--- src/rtl/risk_pkg.sv ---
// Shared types and helpers for the multi-channel pre-trade risk gate.
package risk_pkg;

  localparam int RES_CODE_W = 2;
  // Wide enough to hold any WIDTH<=64 difference without wrapping.
  localparam int SAT_W      = 66;

  typedef enum logic [RES_CODE_W-1:0] {
    PASS        = 2'd0,
    FAIL_LIMIT  = 2'd1,
    FAIL_OVF    = 2'd2,
    FAIL_KILLED = 2'd3
  } res_code_e;

  // Signed subtraction clamped at zero; exposure is never driven negative by a cancel.
  function automatic logic signed [SAT_W-1:0] sat_sub(
    input logic signed [SAT_W-1:0] a,
    input logic signed [SAT_W-1:0] b
  );
    logic signed [SAT_W-1:0] d;
    d = a - b;
    if (d[SAT_W-1]) begin
      return {SAT_W{1'b0}};
    end else begin
      return d;
    end
  endfunction

endpackage

--- src/rtl/risk_ch_state.sv ---
// One channel's exposure/limit registers (plus fail counter and lock when
// RISK_KILL_SWITCH_EN is defined) and their commit logic.
module risk_ch_state
  import risk_pkg::*;
#(
  parameter int               WIDTH         = 32,
  parameter logic [WIDTH-1:0] DEFAULT_LIMIT = WIDTH'(32'd1000)
`ifdef RISK_KILL_SWITCH_EN
  , parameter int             KILL_THRESH   = 3
`endif
) (
  input  logic             clk,
  input  logic             rst,
  input  logic             ord_hit,
  input  logic             ord_pass,
  input  logic [WIDTH-1:0] future,
  input  logic             cxl_hit,
  input  logic [WIDTH-1:0] cxl_amount,
  input  logic             cfg_hit,
  input  logic [WIDTH-1:0] cfg_limit,
`ifdef RISK_KILL_SWITCH_EN
  input  logic             ord_fail,
  output logic             lock_q,
`endif
  output logic [WIDTH-1:0] exp_q,
  output logic [WIDTH-1:0] lim_q
);

  logic [WIDTH-1:0] exp_r;
  logic [WIDTH-1:0] lim_r;

  // Exposure and limit commit; a passing order already carries any same-channel cancel in future.
  always_ff @(posedge clk) begin
    if (rst) begin
      exp_r <= {WIDTH{1'b0}};
      lim_r <= DEFAULT_LIMIT;
    end else begin
      if (ord_hit && ord_pass) begin
        exp_r <= future;
      end else if (cxl_hit) begin
        exp_r <= WIDTH'(sat_sub(SAT_W'($signed(exp_r)), SAT_W'($signed(cxl_amount))));
      end else begin
        exp_r <= exp_r;
      end
      if (cfg_hit) begin
        lim_r <= cfg_limit;
      end else begin
        lim_r <= lim_r;
      end
    end
  end

  assign exp_q = exp_r;
  assign lim_q = lim_r;

`ifdef RISK_KILL_SWITCH_EN
  localparam int CNT_W = $clog2(KILL_THRESH + 1);

  logic [CNT_W-1:0] cnt_r;
  logic             lock_r;

  // Consecutive-fail tracking; a limit write on the same cycle wins over an order's update.
  always_ff @(posedge clk) begin
    if (rst) begin
      cnt_r  <= {CNT_W{1'b0}};
      lock_r <= 1'b0;
    end else if (cfg_hit) begin
      cnt_r  <= {CNT_W{1'b0}};
      lock_r <= 1'b0;
    end else if (ord_hit && ord_fail) begin
      if (cnt_r < CNT_W'(KILL_THRESH)) begin
        cnt_r <= cnt_r + CNT_W'(1);
      end else begin
        cnt_r <= cnt_r;
      end
      if (cnt_r >= CNT_W'(KILL_THRESH - 1)) begin
        lock_r <= 1'b1;
      end else begin
        lock_r <= lock_r;
      end
    end else if (ord_hit && ord_pass) begin
      cnt_r  <= {CNT_W{1'b0}};
      lock_r <= lock_r;
    end else begin
      cnt_r  <= cnt_r;
      lock_r <= lock_r;
    end
  end

  assign lock_q = lock_r;
`endif

endmodule

--- src/rtl/risk_check_mc.sv ---
// Clocked multi-channel pre-trade risk gate with a single-entry verdict register.
// Optional consecutive-fail kill switch enabled by defining RISK_KILL_SWITCH_EN.
module risk_check_mc
  import risk_pkg::*;
#(
  parameter int               WIDTH         = 32,
  parameter int               NUM_CH        = 4,
  parameter logic [WIDTH-1:0] DEFAULT_LIMIT = WIDTH'(32'd1000),
`ifdef RISK_KILL_SWITCH_EN
  parameter int               KILL_THRESH   = 3,
`endif
  localparam int              CH_W          = $clog2(NUM_CH)
) (
  input  logic                  clk,
  input  logic                  rst,
  input  logic                  ord_valid,
  output logic                  ord_ready,
  input  logic [CH_W-1:0]       ord_ch,
  input  logic [WIDTH-1:0]      ord_amount,
  input  logic                  cxl_valid,
  input  logic [CH_W-1:0]       cxl_ch,
  input  logic [WIDTH-1:0]      cxl_amount,
  input  logic                  cfg_we,
  input  logic [CH_W-1:0]       cfg_ch,
  input  logic [WIDTH-1:0]      cfg_limit,
  output logic                  res_valid,
  input  logic                  res_ready,
  output logic [CH_W-1:0]       res_ch,
  output logic [RES_CODE_W-1:0] res_code,
  output logic                  res_fail
);

  // One guard bit beyond WIDTH+1 so exp + amount - cancel can never wrap.
  localparam int FW = WIDTH + 2;
  localparam logic signed [FW-1:0] F_MAX = {3'b000, {(WIDTH-1){1'b1}}};
  localparam logic signed [FW-1:0] F_MIN = {3'b111, {(WIDTH-1){1'b0}}};

  logic [WIDTH-1:0]       exp_all_s [NUM_CH];
  logic [WIDTH-1:0]       lim_all_s [NUM_CH];
  logic [WIDTH-1:0]       exp_sel_s;
  logic [WIDTH-1:0]       lim_sel_s;
  logic                   lock_sel_s;
  logic                   accept_s;
  logic                   cxl_same_s;
  logic                   ovf_s;
  logic                   over_lim_s;
  logic signed [FW-1:0]   future_s;
  res_code_e              code_s;
`ifdef RISK_KILL_SWITCH_EN
  logic [NUM_CH-1:0]      lock_all_s;
`endif

  assign ord_ready  = !res_valid || res_ready;
  assign accept_s   = ord_valid && ord_ready;
  assign cxl_same_s = cxl_valid && (cxl_ch == ord_ch);

  // AND-OR channel mux selecting the ordered channel's state.
  always_comb begin
    exp_sel_s  = {WIDTH{1'b0}};
    lim_sel_s  = {WIDTH{1'b0}};
    lock_sel_s = 1'b0;
    for (int i = 0; i < NUM_CH; i++) begin
      exp_sel_s = exp_sel_s | ({WIDTH{ord_ch == CH_W'(i)}} & exp_all_s[i]);
      lim_sel_s = lim_sel_s | ({WIDTH{ord_ch == CH_W'(i)}} & lim_all_s[i]);
`ifdef RISK_KILL_SWITCH_EN
      lock_sel_s = lock_sel_s | ((ord_ch == CH_W'(i)) && lock_all_s[i]);
`endif
    end
  end

  // Projected exposure and verdict; the limit used is the pre-write value.
  always_comb begin
    future_s   = FW'($signed(exp_sel_s)) + FW'($signed(ord_amount))
               - (cxl_same_s ? FW'($signed(cxl_amount)) : {FW{1'b0}});
    ovf_s      = (future_s > F_MAX) || (future_s < F_MIN);
    over_lim_s = FW'($signed(lim_sel_s)) < future_s;
    if (lock_sel_s) begin
      code_s = FAIL_KILLED;
    end else if (ovf_s) begin
      code_s = FAIL_OVF;
    end else if (over_lim_s) begin
      code_s = FAIL_LIMIT;
    end else begin
      code_s = PASS;
    end
  end

  // Verdict register: loads on accept, clears when consumed, otherwise holds.
  always_ff @(posedge clk) begin
    if (rst) begin
      res_valid <= 1'b0;
      res_ch    <= {CH_W{1'b0}};
      res_code  <= PASS;
      res_fail  <= 1'b0;
    end else if (accept_s) begin
      res_valid <= 1'b1;
      res_ch    <= ord_ch;
      res_code  <= code_s;
      res_fail  <= (code_s != PASS);
    end else if (res_ready) begin
      res_valid <= 1'b0;
    end
  end

  for (genvar g = 0; g < NUM_CH; g++) begin : g_ch
    risk_ch_state #(
      .WIDTH         (WIDTH),
      .DEFAULT_LIMIT (DEFAULT_LIMIT)
`ifdef RISK_KILL_SWITCH_EN
      , .KILL_THRESH (KILL_THRESH)
`endif
    ) u_ch (
      .clk        (clk),
      .rst        (rst),
      .ord_hit    (accept_s && (ord_ch == CH_W'(g))),
      .ord_pass   (code_s == PASS),
      .future     (future_s[WIDTH-1:0]),
      .cxl_hit    (cxl_valid && (cxl_ch == CH_W'(g))),
      .cxl_amount (cxl_amount),
      .cfg_hit    (cfg_we && (cfg_ch == CH_W'(g))),
      .cfg_limit  (cfg_limit),
`ifdef RISK_KILL_SWITCH_EN
      .ord_fail   ((code_s == FAIL_LIMIT) || (code_s == FAIL_OVF)),
      .lock_q     (lock_all_s[g]),
`endif
      .exp_q      (exp_all_s[g]),
      .lim_q      (lim_all_s[g])
    );
  end

endmodule

--- config.mk ---
export PLATFORM = sky130hd
export DESIGN_NAME = risk_check_mc
export DESIGN_NICKNAME = d
export VERILOG_FILES = /design/src/rtl/risk_pkg.sv /design/src/rtl/risk_ch_state.sv /design/src/rtl/risk_check_mc.sv
export SDC_FILE = /design/constraint.sdc
export NUM_CORES = 1
export LEC_CHECK = 0
export CAP_MARGIN = 20
export CORE_UTILIZATION = 60
export CTS_BUF_LIST = sky130_fd_sc_hd__clkbuf_8
export DETAILED_ROUTE_END_ITERATION = 16
export PLACE_DENSITY_LB_ADDON = 0.08
export SYNTH_ARGS = -nofsm -noshare
export SYNTH_HDL_FRONTEND = slang
export SYNTH_SLANG_ARGS = --single-unit
--- constraint.sdc ---
create_clock -name clk -period 13.4 [get_ports clk]
set_input_delay 1.34 -clock clk [delete_from_list [all_inputs] [get_ports clk]]
set_output_delay 1.34 -clock clk [all_outputs]
set_load 0.02 [all_outputs]
Word-level counts from Yosys, hierarchy flattened:

Index checks and enable logic that the tools add are counted.

* register bits: 262
* latch bits: 0
* memory bits (writable): 0
* bits in read-only memories: 0
* input bits: 108
* output and inout bits: 7
* logic and storage cells: 93
* memories: 0

* $add $sub $neg: 6
* multiply operators: 0
* div/mod/pow operators: 0
* order comparisons: 3
* equal/unequal tests: 10
* shifts and indexed selects: 0
* mux-type cells: 17
* bitwise operators: 14
* reductions and logical operators: 31

Operator list (count)
* $mux 32: 12
* $and 32x32->32: 8
* $or 32x32->32: 6
* $sub 32x32->33: 4
* $gt 34x32->1 const B: 1
* $lt 32x34->1: 1
* $lt 34x32->1 const B: 1
* $mux 34: 1
* $sub 34x34->34: 1
* $add 32x32->33: 1
* $logic_and 1x1->1: 18
* $eq 2x2->1 const B: 6
* $reduce_bool 2->1: 6
* $logic_not 2->1: 4
* $eq 2x1->1 const B: 3
* $mux 1: 3
* $eq 2x2->1: 1
* $logic_or 1x1->1: 2
* $mux 2: 1
* $logic_not 1->1: 1

Longest topological paths before layout:

Gate-level depths: netlist of the first run.

* depth after elaboration: 13
* mapped depth: 40
* gate-level depth less buffers: 33

By module:

Synthesis of the first run repeated with hierarchy kept, for this count alone.

* cells, all modules: 2917
* area, all modules: 23963.0 µm²

Modules (own cells, without submodules)
* risk_ch_state at g_ch[1].u_ch ...: times used 3, cells an instance 532, area an instance 4364.2 µm², sequential area each 1281.2 µm²
* risk_check_mc: times used 1, cells an instance 782, area an instance 6294.8 µm², sequential area each 120.1 µm²
* risk_ch_state at g_ch[0].u_ch: times used 1, cells an instance 539, area an instance 4575.6 µm², sequential area each 1281.2 µm²

Worst setup path after synthesis of the first run:

Ideal clock, no wire load.

* path type: input port to flip-flop
* start: in ord_ch[0]
* end: reg g_ch[1].u_ch.exp_r[28]
* setup time: 134 ps
* data arrival time: 9602 ps
* data required time: 13266 ps
* setup slack: 3664 ps
* stages: 37
* path buffers: 7
* cells stage by stage: buf_4 buf_1 buf_1 clkbuf_1 mux4_2 ha_1 fa_1 a21oi_1 o21ai_0 or3_1 a21oi_1 a21oi_1 a21o_1 a21oi_1 o21bai_1 a21oi_1 xnor2_1 ha_1 buf_2 and3_1 a221oi_2 o21bai_1 o31a_1 a211oi_2 o21bai_1 xor2_1 inv_1 ha_1 nand3_1 nor3_1 o2111a_1 a211oi_4 or4b_1 buf_4 o21ai_2 buf_2 o221ai_1

* word-level cells in the longest chain between the ends: 13
* elaborated cells on any way between the ends: 34
* classes of those cells: 2 x add/sub; 3 x order compare; 4 x eq/ne; 4 x mux; 14 x bitwise; 7 x reduce/logical

Ends and longest elaborated chain
* from (decl): line risk_check_mc.sv:18 `input logic [CH_W-1:0] ord_ch,`
* $eq 2x1->1 or $logic_not 2->1 (tied branches): line risk_check_mc.sv:63, risk_check_mc.sv:64, risk_check_mc.sv:115
* $and 32x32->32: line risk_check_mc.sv:63 `exp_sel_s = exp_sel_s | ({WIDTH{ord_ch == CH_W'(i)}} & exp_all_s[i]);`
* $or 32x32->32 (3 in series): line risk_check_mc.sv:63
* $add 32x32->33: line risk_check_mc.sv:73 `future_s = FW'($signed(exp_sel_s)) + FW'($signed(ord_amount))`
* $sub 34x34->34: line risk_check_mc.sv:74 `- (cxl_same_s ? FW'($signed(cxl_amount)) : {FW{1'b0}});`
* $lt 32x34->1 (tied with other cells): line risk_check_mc.sv:76 `over_lim_s = FW'($signed(lim_sel_s)) < future_s;`
* $mux 1 or $logic_or 1x1->1 (tied branches): line risk_check_mc.sv:81, risk_check_mc.sv:75
* $mux 2: line risk_check_mc.sv:79 `end else if (ovf_s) begin`
* $logic_not 2->1: line risk_check_mc.sv:116 `.ord_pass (code_s == PASS),`
* $logic_and 1x1->1: line risk_ch_state.sv:38 `if (ord_hit && ord_pass) begin`
* $mux 32 or $reduce_bool 2->1 (tied branches)
* to (signal assigned): line risk_ch_state.sv:39 `exp_r <= future;`
* to (signal assigned): line risk_ch_state.sv:41 `exp_r <= WIDTH'(sat_sub(SAT_W'($signed(exp_r)), SAT_W'($signed(cxl_amount))));`
* to (signal assigned): line risk_ch_state.sv:43 `exp_r <= exp_r;`
* to (decl): line risk_ch_state.sv:29 `logic [WIDTH-1:0] exp_r;`

Several ways; a longest one is shown, not always the timed one.
A chain may end at the register's enable or synchronous reset.

Worst setup path in the final report of the first run:

* start: in ord_ch[1]
* end: reg g_ch[0].u_ch.exp_r[21]

* word-level cells in the longest chain between the ends: 13
* elaborated cells on any way between the ends: 34
* classes of those cells: 2 x add/sub; 3 x order compare; 4 x eq/ne; 4 x mux; 14 x bitwise; 7 x reduce/logical

Ends and longest elaborated chain (line)
* $eq 2x1->1 or $logic_not 2->1 (tied branches): risk_check_mc.sv:63, risk_check_mc.sv:64, risk_check_mc.sv:115
* $and 32x32->32: risk_check_mc.sv:63
* $or 32x32->32 (3 in series): risk_check_mc.sv:63
* $add 32x32->33: risk_check_mc.sv:73
* $sub 34x34->34: risk_check_mc.sv:74
* $lt 32x34->1 (tied with other cells): risk_check_mc.sv:76
* $mux 1 or $logic_or 1x1->1 (tied branches): risk_check_mc.sv:81, risk_check_mc.sv:75
* $mux 2: risk_check_mc.sv:79
* $logic_not 2->1: risk_check_mc.sv:116
* $logic_and 1x1->1: risk_ch_state.sv:38
* $mux 32 or $reduce_bool 2->1 (tied branches)
* to (signal assigned): risk_ch_state.sv:39
* to (signal assigned): risk_ch_state.sv:41
* to (signal assigned): risk_ch_state.sv:43
* to (decl): risk_ch_state.sv:29

Several ways; a longest one is shown, not always the timed one.

==> results.json, run 1 <==
{
  "clk_pin_slew_ns": 0.06,
  "cts_root_buf": "clkbuf_8",
  "ir_drop_mv": 0.08914,
  "cts_resized": 0,
  "synthAdderAreaFrac_pct": 13.21,
  "synth_ff_type": "dfxtp_1",
  "drt-vias-per-instance": 6.833,
  "area.sequential_mm2": 0.005245,
  "syn_inst": 2770,
  "fmax_mhz": 96.39,
  "grt_use_total_pct": 40.45,
  "hold_path_class": "flip-flop to flip-flop",
  "vias": 22630,
  "synth-edff-count": 0,
  "layout-drive-gt1-share_pct": 7.952,
  "multi_input_area_mm2": 0.01624,
  "hpwl_mm": 59.60,
  "yosysTopAreaCellShare_pct": 23.50,
  "layout_min_cycle_time_ns": 10.37,
  "avgSynthCellArea_um2": 8.057,
  "die_w_um": 194.9,
  "clk_path_buf_depth": 3,
  "slew_headroom_pct": 25.96,
  "setup_viol": 0,
  "worst_slew_pin_slew_ns": 1.109,
  "synth_fp_nets": 3110,
  "cts_tree": "yes",
  "fin_area_mm2": 0.02467,
  "end_kind": "flip-flop",
  "cp_slowest_stage_delay_ns": 0.86,
  "yosys.area_share.simple_pct": 18.51,
  "p_leak_nw": 10.51,
  "fin_ws_ns": 3.026,
  "grt_pass1_vias": 21430,
  "grt_pass1_wl_mm": 120.2,
  "worstSetupStartpointType": "input port",
  "synth_common_cells": "nand2_1, a21oi_1, dfxtp_1",
  "drc": 0,
  "internal_power_mw": 1.678,
  "fillCellCount": 3073,
  "gp_congestion": 1.016,
  "yosysWarnings": 0,
  "p_sw_mw": 1.166,
  "cts_hold_buf": 0,
  "nNetsFinal": 3151,
  "power_frac_seq_pct": 30.4,
  "synth-compound-area-share_pct": 26.84,
  "syn_area_mm2": 0.02232,
  "clk_latency_ns": 0.60,
  "synth_mux_area_share_pct": 7.635,
  "ios": 115,
  "core_mm2": 0.03661,
  "cts_sinks": 262,
  "drtAntennaViolNets": 0,
  "async_flop_share_pct": 0,
  "fin_setup_tns_ns": 0,
  "drt-total-wl_mm": 77.91,
  "post_cts_buffers": 0,
  "max_cap_violations": 0,
  "grt_max_degree": 114,
  "swShare_pct": 41.00,
  "htreeDepth": 2,
  "numCtsBuffers": 44,
  "yosys-top-cells-area": "dfxtp_1, ha_1, nand2_1",
  "dr.pass1.iters": 6,
  "die_area_mm2": 0.03797,
  "crit_path_max_fanout": 37,
  "antenna_found_initial": 0,
  "synth_top_area_cell": "dfxtp_1",
  "slew_violations": 0,
  "cp.required_ns": 13.87,
  "status": "completed",
  "port-buffer-count": 114,
  "wl_per_cell_um": 23.52,
  "synth.most_common_cell": "nand2_1",
  "fin_crit_sh_pct": 77.42,
  "post-route-util_pct": 67.39,
  "synth_cell_types": 93,
  "fin_skew_ns": 0.03273,
  "pwr-share-clk_pct": 27.7,
  "area_growth_pct": 10.54,
  "criticalPathCategory": "input port to flip-flop",
  "start_util_pct": 60.96,
  "initialDrtViolationCount": 2654,
  "hold_viol": 0,
  "whs_ns": 0.4535,
  "post-place-ws_ns": 2.562,
  "cpMostUsedCell": "a21oi_1",
  "placed_cell_area_mm2": 0.02365,
  "overflow": 0,
  "die-height_um": 194.9,
  "comb_power_share_pct": 41.9,
  "synth-xor-area-share_pct": 6.273,
  "synth_seq_area_share_pct": 23.50,
  "arrival_ns": 10.84,
  "synth_top_family_by_area": "compound AO/OA/AOI/OAI gates",
  "synth_seq_cells": 262,
  "row_count": 70,
  "crit_path_top_delay_cell": "nand2_1",
  "rsz0062_at_grt": "no",
  "powerDensity_mw_per_mm2": 115.3
}
## stage by stage
stage,power [mW],std cells
finish,2.844,3312
global route,2.962,3310
CTS,2.795,3306
detailed placement,2.019,3229
global placement,1.994,3228
floorplan,1.665,2770
## per-layer routing
layer  global-route usage [%]  up-vias  part of all wire, %
li1                         -    10360                    -
met2                    64.33     1342                   45
met4                    15.75        0                  4.1
met1                    53.24    10720                   40
met3                    9.179      210                   12
met5                        0        -                    0
## kinds of logic (layout without fill, tap and decap cells)
| group | Yosys count | count (layout) |
|---|---|---|
| simple gates | 918 | 918 |
| compound gates | 887 | 887 |
| mux | 88 | 88 |
| fa+ha+maj | 232 | 232 |
| other cells | 0 | 2 |
| buf+inv | 224 | 296 |
| xor+xnor | 159 | 159 |
| flops | 262 | 262 |
## worst paths after layout
kind	startpoint	end	slack [ns]	cells past startpoint
max	ord_ch[1]	g_ch[0].u_ch.exp_q[21]	3.03	31
min	g_ch[3].u_ch.lim_q[1]	g_ch[3].u_ch.lim_q[1]	0.45	2
max reg2reg	g_ch[0].u_ch.exp_q[0]	g_ch[0].u_ch.exp_q[21]	4.06	30
min reg2reg	g_ch[3].u_ch.lim_q[1]	g_ch[3].u_ch.lim_q[1]	0.45	2
## cells in the final DEF (no fill, tap or decap), types with 9 or more instances in the layout
| master | count |
|---|---|
| nand2_1 | 471 |
| a21oi_1 | 303 |
| dfxtp_1 | 262 |
| ha_1 | 226 |
| nor2_1 | 131 |
| clkdlybuf4s50_1 | 111 |
| a21o_1 | 105 |
| inv_1 | 92 |
| o21ai_0 | 90 |
| nand3_1 | 85 |
| xnor2_1 | 81 |
| xor2_1 | 77 |
| mux4_2 | 64 |
| nor3_1 | 57 |
| clkbuf_8 | 56 |
| o221ai_1 | 46 |
| a211oi_1 | 37 |
| a22oi_1 | 37 |
| nand2b_1 | 31 |
| o21a_1 | 30 |
| o21bai_1 | 29 |
| a22o_1 | 24 |
| nand4_1 | 23 |
| nor2b_1 | 22 |
| a221oi_1 | 20 |
| buf_4 | 20 |
| a31oi_1 | 17 |
| o211ai_1 | 17 |
| and3_1 | 16 |
| mux2_2 | 14 |
| and2_1 | 13 |
| or3_1 | 12 |
| a31o_2 | 12 |
| o31ai_1 | 12 |
| a211o_1 | 10 |
| a221o_1 | 10 |
| or2_2 | 9 |
## layout make-up
| class | instances | area share, % |
|---|---|---|
| multi-input combinational | 2284 | 65.83 |
| sequential | 262 | 21.26 |
| timing repair buffer | 135 | 5.376 |
| clock buffer | 56 | 3.124 |
| tap | 468 | 2.373 |
| inverter | 84 | 1.278 |
| clock inverter | 21 | 0.7354 |
| antenna | 2 | 0.02029 |
## power by group through the flow
| stage | clock, mW | sequential [mW] | combinational [mW] |
|---|---|---|---|
| finish | 0.787 | 0.865 | 1.19 |
| CTS | 0.785 | 0.862 | 1.15 |
| floorplan | 0 | 0.861 | 0.803 |
| global placement | 0 | 0.877 | 1.12 |
| detailed placement | 0 | 0.879 | 1.14 |
| global route | 0.817 | 0.867 | 1.28 |
## flip-flops by register name, summed over array words and instances, names as in the netlist
signal and count:
g_ch.u_ch.exp_q 128, res_valid 1, g_ch.u_ch.lim_q 128, res_ch 2, res_code 2, res_fail 1
## worst max-delay path, delay by kind of cell
family / cells / cell delay [ns]
mux: 2 / 1.13
fa+ha+maj: 4 / 1.36
compound gates: 15 / 3.05
buf+inv: 2 / 0.69
simple gates: 6 / 2.61
xor+xnor: 2 / 0.60
No activity file was read; power rests on OpenSTA's default activity.
==> inputs of run 2 (changes only) <==
- CORE_UTILIZATION: 60 -> 57
- clock period: 13.4 -> 9.11 ns (I/O delays scaled with it)
==> results.json, run 2 (synthesized netlist as in run 1, its figures left out) <==
{
  "start_util_pct": 57.75,
  "port-buffer-count": 114,
  "grt_max_degree": 99,
  "cts_sinks": 262,
  "grt_pass1_wl_mm": 119.8,
  "max_cap_violations": 0,
  "nNetsFinal": 3186,
  "fin_crit_sh_pct": 95.39,
  "rsz0062_at_grt": "no",
  "crit_path_top_delay_cell": "nor4_2",
  "clk_path_buf_depth": 3,
  "ios": 115,
  "slew_headroom_pct": 25.77,
  "drc": 0,
  "cpMostUsedCell": "a21o_1",
  "setup_viol": 0,
  "worst_slew_pin_slew_ns": 1.109,
  "final_common_cell": "nand2_1",
  "p_leak_nw": 10.70,
  "vias": 22510,
  "die-height_um": 199.9,
  "clk_latency_ns": 0.60,
  "layout.cells.non_filler": 3399,
  "drt-vias-per-instance": 6.621,
  "htreeDepth": 2,
  "powerDensity_mw_per_mm2": 169.3,
  "cts_tree": "yes",
  "slew_violations": 0,
  "layout_min_cycle_time_ns": 8.690,
  "cp_slowest_stage_delay_ns": 0.84,
  "initialDrtViolationCount": 2138,
  "cts_root_buf": "clkbuf_8",
  "dr.max_layer_used": "met5",
  "crit_path_max_fanout": 23,
  "layout-drive-gt1-share_pct": 9.097,
  "cp.required_ns": 9.57,
  "fmax_mhz": 115.1,
  "area_growth_pct": 12.16,
  "criticalPathCategory": "input port to flip-flop",
  "met3_wirelength_mm": 8.331,
  "grt_use_total_pct": 39.08,
  "fin_skew_ns": 0.03544,
  "dr.pass1.iters": 6,
  "overflow": 0,
  "hold_viol": 0,
  "wl_met2_mm": 34.52,
  "mostFrequentLayoutCells": "nand2_1, a21oi_1, dfxtp_1",
  "place_inst": 3312,
  "die_w_um": 199.9,
  "ir_drop_mv": 0.1650,
  "drt-total-wl_mm": 78.60,
  "hpwl_mm": 60.69,
  "core_mm2": 0.03865,
  "worstSetupStartpointType": "input port",
  "end_kind": "flip-flop",
  "wl_per_cell_um": 23.12,
  "gp_congestion": 1.105,
  "status": "completed",
  "numCtsBuffers": 47,
  "grt_pass1_vias": 20940,
  "arrival_ns": 9.15,
  "post-route-util_pct": 64.78,
  "antenna_found_initial": 4,
  "wl_met1_mm": 32.75,
  "hold_path_class": "flip-flop to flip-flop",
  "fillCellCount": 3384,
  "die_area_mm2": 0.03995,
  "drtAntennaViolNets": 0,
  "clk_pin_slew_ns": 0.06,
  "row_count": 72
}
run 2: cell types whose count changed in the layout (fill, tap and decap cells not counted), moves of 2 or more:
cell,change
a21oi_1,-2
inv_1,+3
clkinv_2,+2
buf_12,+3
nor2_2,-3
buf_4,+31
nor2_4,+3
clkbuf_8,+4
a21oi_2,+2
run 2: path summary, 6_finish.rpt:
kind | from | to | slack, ns | depth (start not counted)
setup reg to reg | g_ch[0].u_ch.exp_q[0] | g_ch[0].u_ch.exp_q[26] | 0.57 | 33
hold / removal | g_ch[0].u_ch.lim_q[27] | g_ch[0].u_ch.lim_q[27] | 0.45 | 2
setup / recovery | ord_ch[1] | g_ch[0].u_ch.exp_q[26] | 0.42 | 32
hold reg to reg | g_ch[0].u_ch.lim_q[27] | g_ch[0].u_ch.lim_q[27] | 0.45 | 2
run 2: critical path, delay by kind of cell:
| family | cells | cell delay, ns |
|---|---|---|
| adders and majority gates | 3 | 1.02 |
| AOI/OAI and AO/OA | 12 | 2.62 |
| xor gates and xnor gates | 2 | 0.34 |
| and+or+nand+nor | 8 | 2.50 |
| muxes | 2 | 0.84 |
| buffers and inverters | 5 | 0.86 |
run 2: power by group:
| group | switching [mW] | leakage, nW | internal [mW] |
|---|---|---|---|
| Sequential | 0.0641 | 2.13 | 1.21 |
| Clock | 0.508 | 0.555 | 0.647 |
| Combinational | 1.14 | 8.01 | 0.670 |
| Total | 1.71 | 10.7 | 2.53 |
run 2: layer usage:
layer / track usage, % / up-vias
met2: 60.85 / 1250
met3: 7.930 / 180
met4: 14.16 / 4
li1: - / 10460
met1: 53.42 / 10620
met5: 0 / -
run 2: layout make-up:
type / instances / area, um2 / share of cell area, %
antenna: 1 / 2.502 / 0.009996
clock buffer: 60 / 825.8 / 3.299
clock inverter: 23 / 156.4 / 0.6248
inverter: 84 / 315.3 / 1.259
multi-input combinational: 2285 / 16280 / 65.01
sequential: 262 / 5245 / 20.95
tap: 518 / 648.1 / 2.589
timing repair buffer: 166 / 1565 / 6.252
run 2: stage by stage:
| step | total power, mW | instance area [um2] | hold WS (ns) | setup TNS, ns | setup slack [ns] |
|---|---|---|---|---|---|
| floorplan | 2.449 | 22320 | 0.4331 | 0 | 0.09957 |
| global placement | 2.994 | 23990 | 0.4383 | -3.735 | -0.1840 |
| detailed placement | 3.031 | 23990 | 0.4463 | -11.20 | -0.4233 |
| CTS | 4.179 | 24970 | 0.4544 | 0 | 0.1853 |
| global route | 4.439 | 25030 | 0.4644 | 0 | 0.02938 |
| finish | 4.238 | 25030 | 0.4523 | 0 | 0.4202 |
run 2: repair_timing:
item                                   CTS  global route
buffers inserted                         0             1
setup endpoints to repair                0            99
gates resized for setup                  0             6
endpoints found under the hold margin    0             0
hold buffers                             0             0
==> inputs of run 3 (changes only) <==
- SLEW_MARGIN: unset -> 15
==> results.json, run 3 (synthesized netlist as in run 1, its figures left out) <==
{
  "diodes": 0,
  "swShare_pct": 40.39,
  "layout_min_cycle_time_ns": 8.663,
  "cts_tree": "yes",
  "pwr-share-clk_pct": 27.2,
  "grt_max_degree": 99,
  "post-place-ws_ns": -0.4233,
  "final_common_cell": "nand2_1",
  "cp_num_buf_inv": 2,
  "port-buffer-count": 114,
  "drtAntennaViolNets": 0,
  "clk_path_buf_depth": 3,
  "drt-total-wl_mm": 78.66,
  "die-height_um": 199.9,
  "fin_setup_tns_ns": 0,
  "max_cap_violations": 0,
  "powerDensity_mw_per_mm2": 169.4,
  "criticalPathCategory": "input port to flip-flop",
  "drc": 0,
  "cts_sinks": 262,
  "cts_hold_buf": 0,
  "vias": 22540,
  "setup_viol": 0,
  "overflow": 0,
  "fin_skew_ns": 0.03516,
  "slew_headroom_pct": 21.67,
  "layout-drive-gt1-share_pct": 9.097,
  "p_leak_nw": 10.70,
  "numCtsBuffers": 47,
  "hpwl_mm": 60.69,
  "ir_drop_mv": 0.1648,
  "p_sw_mw": 1.712,
  "arrival_ns": 9.10,
  "htreeDepth": 2,
  "worstSetupStartpointType": "input port",
  "rsz0062_at_grt": "no",
  "comb_power_share_pct": 42.7,
  "drt-vias-per-instance": 6.634,
  "initialDrtViolationCount": 2212,
  "crit_path_max_fanout": 12,
  "status": "completed",
  "internal_power_mw": 2.527,
  "grt_use_total_pct": 39.08,
  "end_kind": "flip-flop",
  "nNetsFinal": 3186,
  "core_mm2": 0.03865,
  "grt_pass1_vias": 20940,
  "hold_viol": 0,
  "clk_latency_ns": 0.60,
  "gp_congestion": 1.105,
  "ios": 115,
  "dr.pass1.iters": 6,
  "fin_ws_ns": 0.4466,
  "fmax_mhz": 115.4,
  "wl_per_cell_um": 23.15,
  "row_count": 72,
  "start_util_pct": 57.75,
  "crit_path_top_delay_cell": "or4b_2",
  "clk_pin_slew_ns": 0.06,
  "grt_pass1_wl_mm": 119.8,
  "whs_ns": 0.4531,
  "cp_top_family": "compound AO/OA/AOI/OAI gates",
  "antenna_found_initial": 4,
  "cpMostUsedCell": "a21oi_1",
  "cp_slowest_stage_delay_ns": 0.90,
  "mostFrequentLayoutCells": "nand2_1, a21oi_1, dfxtp_1",
  "die_area_mm2": 0.03995,
  "cp.required_ns": 9.55,
  "cts_root_buf": "clkbuf_8",
  "area_growth_pct": 12.15,
  "die_w_um": 199.9,
  "hold_path_class": "flip-flop to flip-flop",
  "power_frac_seq_pct": 30.1,
  "worst_slew_pin_slew_ns": 1.172,
  "slew_violations": 0,
  "fin_crit_sh_pct": 95.10
}
==> run 3: cell types whose count changed in the layout (fill, tap and decap cells not counted) <==
cell,change
diode_2,-1
==> run 3: power by group through the flow <==
stage / sequential (mW) / combinational [mW] / clock [mW]
global route: 1.28 / 1.94 / 1.22
global placement: 1.29 / 1.70 / 0
finish: 1.27 / 1.81 / 1.15
floorplan: 1.27 / 1.18 / 0
CTS: 1.27 / 1.75 / 1.16
detailed placement: 1.29 / 1.74 / 0
==> run 3: repair_timing <==
item / 4_1_cts / 5_1_grt
setup endpoints to repair: 0 / 99
resized for setup: 0 / 6
setup buffers: 0 / 1
==> run 3: routing by layer <==
| metal | vias to the layer above | wire length (um) | GRT usage (%) |
|---|---|---|---|
| met5 | - | 57 | 0 |
| met4 | 4 | 2834 | 14.16 |
| met3 | 174 | 8561 | 7.930 |
| met2 | 1200 | 34720 | 60.85 |
| met1 | 10710 | 32490 | 53.42 |
| li1 | 10460 | - | - |
==> run 3: worst paths after layout <==
kind                     startpoint                      to  slack (ns)  cells after the start
max                       ord_ch[1]  g_ch[2].u_ch.exp_q[26]        0.45                     34
min          g_ch[2].u_ch.lim_q[22]  g_ch[2].u_ch.lim_q[22]        0.45                      2
max reg2reg   g_ch[2].u_ch.exp_q[0]  g_ch[2].u_ch.exp_q[26]        0.59                     33
min reg2reg  g_ch[2].u_ch.lim_q[22]  g_ch[2].u_ch.lim_q[22]        0.45                      2
==> run 3: metrics by stage <==
| stage | utilization, % | instances | cell area (um2) | power, mW |
|---|---|---|---|---|
| 6_report | 64.77 | 3398 | 25030 | 4.240 |
| 5_1_grt | 64.77 | 3398 | 25030 | 4.439 |
| 4_1_cts | 64.60 | 3395 | 24970 | 4.179 |
| 3_5_place_dp | 62.06 | 3312 | 23990 | 3.031 |
| 3_3_place_gp | 62.06 | 3312 | 23990 | 2.994 |
| 2_1_floorplan | - | 2770 | 22320 | 2.449 |
==> run 3: worst min-delay path: stages, from the launching register on <==
cell and delay (ns):
dfxtp_1 0.30, nand2_1 0.05, a21oi_1 0.05
==> run 3: cell type report <==
cell class | count | area, um2
well taps | 518 | 648.1
clock buffers | 60 | 825.8
flip-flops and latches | 262 | 5245
clock inverters | 23 | 156.4
fillers | 3386 | 13620
repair buffers | 166 | 1565
multi-input cells | 2285 | 16280
inverters | 84 | 315.3
